File: src/rtl/fir_output_stage.sv
// fir_output_stage: output sink for the FIR adder-tree accumulator.
//   Rounds (half-up) and saturates each full-width sum to OUTBITS. Results go into a
//   show-ahead FIFO with a valid/ready output. Credit tracking (inflight) tells the
//   feeder when an issue is guaranteed a FIFO slot, because the tree cannot stall.
// Ports:
//   clk, rst         clock, synchronous active-high reset
//   issue            feeder issues a sample into the adder tree this cycle
//   acc_in/acc_valid accumulator sum (signed) and its single-cycle valid pulse
//   issue_ok         credit available (registered state only)
//   dout/dout_valid  head-of-FIFO sample / FIFO not empty
//   dout_ready       consumer accepts dout
//   count            FIFO occupancy
//   sat_flag         sticky: some sample was clamped
//   overflow         sticky: a sample was dropped on a full FIFO
module fir_output_stage #(
    parameter int unsigned TAPS     = 401,
    parameter int unsigned MULTBITS = 32,
    parameter int unsigned ACCUBITS = MULTBITS + $clog2(TAPS),
    parameter int unsigned SHIFT    = 15,
    parameter int unsigned OUTBITS  = 16,
    parameter int unsigned DEPTH    = 16
) (
    input  logic                         clk,
    input  logic                         rst,
    input  logic                         issue,
    input  logic signed [ACCUBITS-1:0]   acc_in,
    input  logic                         acc_valid,
    output logic                         issue_ok,
    output logic [OUTBITS-1:0]           dout,
    output logic                         dout_valid,
    input  logic                         dout_ready,
    output logic [$clog2(DEPTH+1)-1:0]   count,
    output logic                         sat_flag,
    output logic                         overflow
);

    localparam int unsigned AW     = $clog2(DEPTH);
    localparam int unsigned CW     = $clog2(DEPTH + 1);
    localparam int unsigned RndPos = (SHIFT > 0) ? SHIFT - 1 : 0;

    localparam logic signed [ACCUBITS:0] RndOne = {{ACCUBITS{1'b0}}, 1'b1};
    localparam logic signed [ACCUBITS:0] Rnd    = (SHIFT > 0) ? (RndOne << RndPos) : '0;
    localparam logic signed [ACCUBITS:0] SatMax =
        {{(ACCUBITS - OUTBITS + 2){1'b0}}, {(OUTBITS - 1){1'b1}}};
    localparam logic signed [ACCUBITS:0] SatMin =
        {{(ACCUBITS - OUTBITS + 2){1'b1}}, {(OUTBITS - 1){1'b0}}};
    localparam logic [CW-1:0] DepthW = CW'(DEPTH);
    localparam logic [CW:0]   DepthX = (CW + 1)'(DEPTH);

    // Round / saturate (combinational part feeding the round register)
    logic signed [ACCUBITS:0] acc_ext, acc_rnd, acc_shr;
    logic [OUTBITS-1:0]       sat_val;
    logic                     sat_hit;

    always_comb begin
        acc_ext = {acc_in[ACCUBITS-1], acc_in};
        // One extra bit so adding the rounding constant can never wrap
        acc_rnd = acc_ext + Rnd;
        acc_shr = acc_rnd >>> SHIFT;
        sat_hit = 1'b0;
        sat_val = acc_shr[OUTBITS-1:0];
        if (acc_shr > SatMax) begin
            sat_hit = 1'b1;
            sat_val = SatMax[OUTBITS-1:0];
        end else if (acc_shr < SatMin) begin
            sat_hit = 1'b1;
            sat_val = SatMin[OUTBITS-1:0];
        end
    end

    // State
    logic               rnd_valid_q;
    logic [OUTBITS-1:0] rnd_data_q;
    logic [AW-1:0]      wptr_q, wptr_d, rptr_q, rptr_d;
    logic [CW-1:0]      count_q, count_d, inflight_q, inflight_d;
    logic               sat_flag_q, sat_flag_d, overflow_q, overflow_d;
    logic [OUTBITS-1:0] mem_q [DEPTH];

    logic full, pop, wr_en, drop;

    always_comb begin
        full       = (count_q == DepthW);
        pop        = (count_q != '0) && dout_ready;
        // A pop in the same cycle frees the slot, so a full FIFO can still accept
        wr_en      = rnd_valid_q && (!full || pop);
        drop       = rnd_valid_q && full && !pop;

        wptr_d     = wr_en ? wptr_q + AW'(1) : wptr_q;
        rptr_d     = pop ? rptr_q + AW'(1) : rptr_q;

        count_d    = count_q;
        if (wr_en && !pop) begin
            count_d = count_q + CW'(1);
        end else if (pop && !wr_en) begin
            count_d = count_q - CW'(1);
        end

        // Credits return on the write attempt, whether or not the write succeeded.
        // Saturation at 0 absorbs sums still in the tree when reset hit.
        inflight_d = inflight_q;
        if (issue && !rnd_valid_q && inflight_q != DepthW) begin
            inflight_d = inflight_q + CW'(1);
        end else if (rnd_valid_q && !issue && inflight_q != '0) begin
            inflight_d = inflight_q - CW'(1);
        end

        sat_flag_d = sat_flag_q | (acc_valid & sat_hit);
        overflow_d = overflow_q | drop;
    end

    always_ff @(posedge clk) begin
        if (rst) begin
            rnd_valid_q <= 1'b0;
            rnd_data_q  <= '0;
            wptr_q      <= '0;
            rptr_q      <= '0;
            count_q     <= '0;
            inflight_q  <= '0;
            sat_flag_q  <= 1'b0;
            overflow_q  <= 1'b0;
        end else begin
            rnd_valid_q <= acc_valid;
            if (acc_valid) begin
                rnd_data_q <= sat_val;
            end
            wptr_q      <= wptr_d;
            rptr_q      <= rptr_d;
            count_q     <= count_d;
            inflight_q  <= inflight_d;
            sat_flag_q  <= sat_flag_d;
            overflow_q  <= overflow_d;
        end
    end

    // Storage is not reset; dout is gated by dout_valid instead
    always_ff @(posedge clk) begin
        if (wr_en) begin
            mem_q[wptr_q] <= rnd_data_q;
        end
    end

    always_comb begin
        dout_valid = (count_q != '0);
        dout       = dout_valid ? mem_q[rptr_q] : '0;
        count      = count_q;
        issue_ok   = ({1'b0, count_q} + {1'b0, inflight_q}) < DepthX;
        sat_flag   = sat_flag_q;
        overflow   = overflow_q;
    end

endmodule

File: config.mk
export PLATFORM = sky130hd
export DESIGN_NAME = fir_output_stage
export DESIGN_NICKNAME = d
export VERILOG_FILES = /design/src/rtl/fir_output_stage.sv
export SDC_FILE = /design/constraint.sdc
export NUM_CORES = 1
export LEC_CHECK = 0
export CORE_AREA = 2 2 225 227
export DETAILED_ROUTE_END_ITERATION = 8
export DIE_AREA = 0 0 227 229
export SKIP_LAST_GASP = 1
export SYNTH_ARGS = -nofsm -noshare
export SYNTH_HDL_FRONTEND = slang
export SYNTH_SLANG_ARGS = --single-unit
File: constraint.sdc
create_clock -name clk -period 3.2 [get_ports clk]
set_input_delay 0.32 -clock clk [delete_from_list [all_inputs] [get_ports clk]]
set_output_delay 0.32 -clock clk [all_outputs]
set_load 0.1 [all_outputs]
==> impl_metrics.json <==
{
  "holdPathEnd": "rnd_data_q[0]",
  "critPathMaxFanout": 9,
  "syn_avg_cell_area_um2": 18.30,
  "tns_ns": 0,
  "drv_cap": 0,
  "grt_overflow": 0,
  "slew_violations": 0,
  "diodes": 0,
  "drtPass1Iterations": 7,
  "ctsRootBufferMaster": "clkbuf_16",
  "placed_cells": 1403,
  "yosysUniqueCellTypes": 55,
  "hold_viol": 0,
  "status": "complete, no violations",
  "clk_path_buf_depth": 3,
  "fmax_ghz": 0.3291,
  "antenna_found_initial": 0,
  "fill_cells": 4902,
  "drtIter0Drc": 526,
  "cts.sinks": 297,
  "fin_util_pct": 30.45,
  "synth_commonest_cells": "edfxtp_1, mux4_2, nor2_1",
  "grt_first_pass_wirelength_mm": 41.01,
  "yosysTopAreaCellShare_pct": 62.71,
  "dieArea_um2": 51980,
  "cts_buffers": 31,
  "tightestPinTransition_ns": 0.9876,
  "cp-end-kind": "primary output",
  "netlist_area_um2": 12260,
  "drt_wl_total_mm": 26.40,
  "synth-seq-cells": 297,
  "yosysTopAreaCell": "edfxtp_1",
  "clkLatencyLatePin_ns": 0.56,
  "grt_max_degree": 65,
  "ant_nets": 0,
  "synth_ff_type": "edfxtp_1",
  "fp.dieH_um": 229,
  "critPathLaunchType": "register",
  "gp_congestion": 0.7877,
  "die_w_um": 227,
  "instances_no_fill": 1462,
  "arrival_ns": 2.72,
  "rsz0062_at_grt": "no",
  "hold_path_depth": 2,
  "syn-num-nets": 735,
  "start_util_pct": 24.69,
  "r2r_cells": 11,
  "track_usage_pct": 10.30,
  "reg2reg_to": "count[4]",
  "clk_pin_slew_ns": 0.06,
  "area_growth_pct": 23.32,
  "nets": 832,
  "synth_edf_count": 256,
  "slew_headroom_pct": 33.96,
  "cts_tree": "yes",
  "p_leak_nw": 4.852,
  "numPortBuffers": 56,
  "synthArstFlopShare_pct": 0,
  "ios": 71,
  "min_from": "acc_valid",
  "vias": 6417,
  "pwr_density_cell_nw_per_um2": 824.9,
  "synth.yosys.seq_area_share_pct": 69.40,
  "final.min_clock_period_ns": 3.038,
  "required_ns": 2.88,
  "setup_viol": 0,
  "hp-class": "primary input to register",
  "fin_skew_ns": 0.01581,
  "grt_pass1_vias": 6750,
  "post-synth-top-count-cell": "edfxtp_1",
  "final_area_um2": 15120,
  "finalPower_w": 0.01247,
  "synthTopCellsByArea": "edfxtp_1, mux4_2, dfxtp_1",
  "design.core.area_um2": 49660,
  "path_class": "register to primary output",
  "drive_gt1_share_pct": 28.99,
  "dp_hpwl_mm": 16.50,
  "synth_cells": 670,
  "drc_errors": 0,
  "avgViaCountPerCell": 4.389,
  "postPlaceCellArea_um2": 14080,
  "num_rows": 82,
  "htreeDepth": 1,
  "wire_per_inst_um": 18.06,
  "r2r_start": "count[1]",
  "ys_warn_count": 0,
  "reg2reg_slack_ns": 0.43,
  "vdd_drop_max_mv": 1.068,
  "fin_crit_sh_pct": 94.95
}
through the flow:
step / hold slack, ns / worst slack (ns)
global route: 0.4609 / 0.05667
finish: 0.4549 / 0.1617
CTS: 0.4296 / 0.1040
detailed placement: 0.4537 / 0.04635
global placement: 0.4519 / 0.08573
floorplan: 0.4137 / 0.1134
layout by cell type (no fill, tap or decap), types with 4 or more instances in the layout:
| cell type | netlist | routed |
|---|---|---|
| a21o_1 | 5 | 5 |
| a21oi_1 | 14 | 14 |
| a221o_1 | 15 | 15 |
| and2_1 | 16 | 7 |
| and2_2 | 0 | 9 |
| and3_1 | 4 | 4 |
| buf_12 | 0 | 20 |
| buf_4 | 1 | 37 |
| clkbuf_16 | 0 | 31 |
| clkdlybuf4s50_1 | 0 | 38 |
| clkinv_1 | 0 | 9 |
| dfxtp_1 | 41 | 35 |
| dfxtp_2 | 0 | 5 |
| edfxtp_1 | 256 | 256 |
| ha_1 | 17 | 17 |
| inv_1 | 11 | 11 |
| mux2i_1 | 5 | 5 |
| mux4_2 | 80 | 80 |
| nand2_1 | 19 | 19 |
| nand3_1 | 14 | 14 |
| nand4_1 | 9 | 9 |
| nor2_1 | 47 | 35 |
| nor2_2 | 0 | 12 |
| nor3_1 | 8 | 4 |
| nor3_2 | 0 | 4 |
| or3_1 | 4 | 4 |
| xnor2_1 | 18 | 18 |
| xor2_1 | 11 | 11 |
logic make-up after synthesis:
group	share of synthesized area, %
DFF	69.40
and+or+nand+nor	6.063
muxes	15.20
AOI/OAI and AO/OA	3.685
buffers and inverters	1.521
xor gates and xnor gates	2.072
adders and majority gates	2.062
area by class of cell:
cell class	instances	area (um2)	area share [%]
flip-flops and latches	297	8518	56.34
multi-input cells	331	3651	24.15
repair buffers	95	1059	7.002
well taps	672	840.8	5.562
clock buffers	35	800.8	5.297
clock inverters	21	207.7	1.374
inverters	11	41.29	0.2731
state kept, by name, summed over array words and instances (netlist names), named ones only:
signal       count
mem_q          256
rptr_q           4
overflow         1
wptr_q           4
count            5
inflight_q       5
rnd_data_q      16
rnd_valid_q      1
sat_flag         1
routing by layer:
metal	GRT usage [%]	vias up	share of wire, %
met4	1.940	0	1.1
met3	1.565	22	5.5
met1	15.10	3288	47
li1	-	2913	-
met2	16.24	194	47
met5	0	-	0
worst max-delay path by stage:
stage | from | endpoint | cells after the start
2_1_floorplan | count[4] | count[4] | 11
3_3_place_gp | acc_in[14] | rnd_data_q[13] | 10
3_5_place_dp | acc_in[14] | rnd_data_q[13] | 10
4_1_cts | register | dout[11] | 5
5_1_grt | register | dout[4] | 5
6_report | register | dout[4] | 5
critical path, stage by stage (launching register included):
cell,delay (ns)
dfxtp_4,0.44
buf_4,0.26
mux4_2,0.52
mux4_2,0.52
and2_1,0.24
buf_12,0.18
power breakdown:
| group | leakage [nW] | total [W] | switching, W | internal (W) |
|---|---|---|---|---|
| logic | 1.68 | 0.00440 | 0.00261 | 0.00179 |
| registers | 2.69 | 0.00458 | 0.000210 | 0.00437 |
| clock network | 0.487 | 0.00350 | 0.00145 | 0.00205 |
| total | 4.85 | 0.0125 | 0.00427 | 0.00820 |
timing repair:
action,in CTS,in global routing
endpoints found under the setup margin,2,1
buffers inserted,3,0
endpoints found under the hold margin,0,0
cloned,0,0
hold buffers,0,0
gates resized for setup,0,1
(Power assumes the default switching activity.)
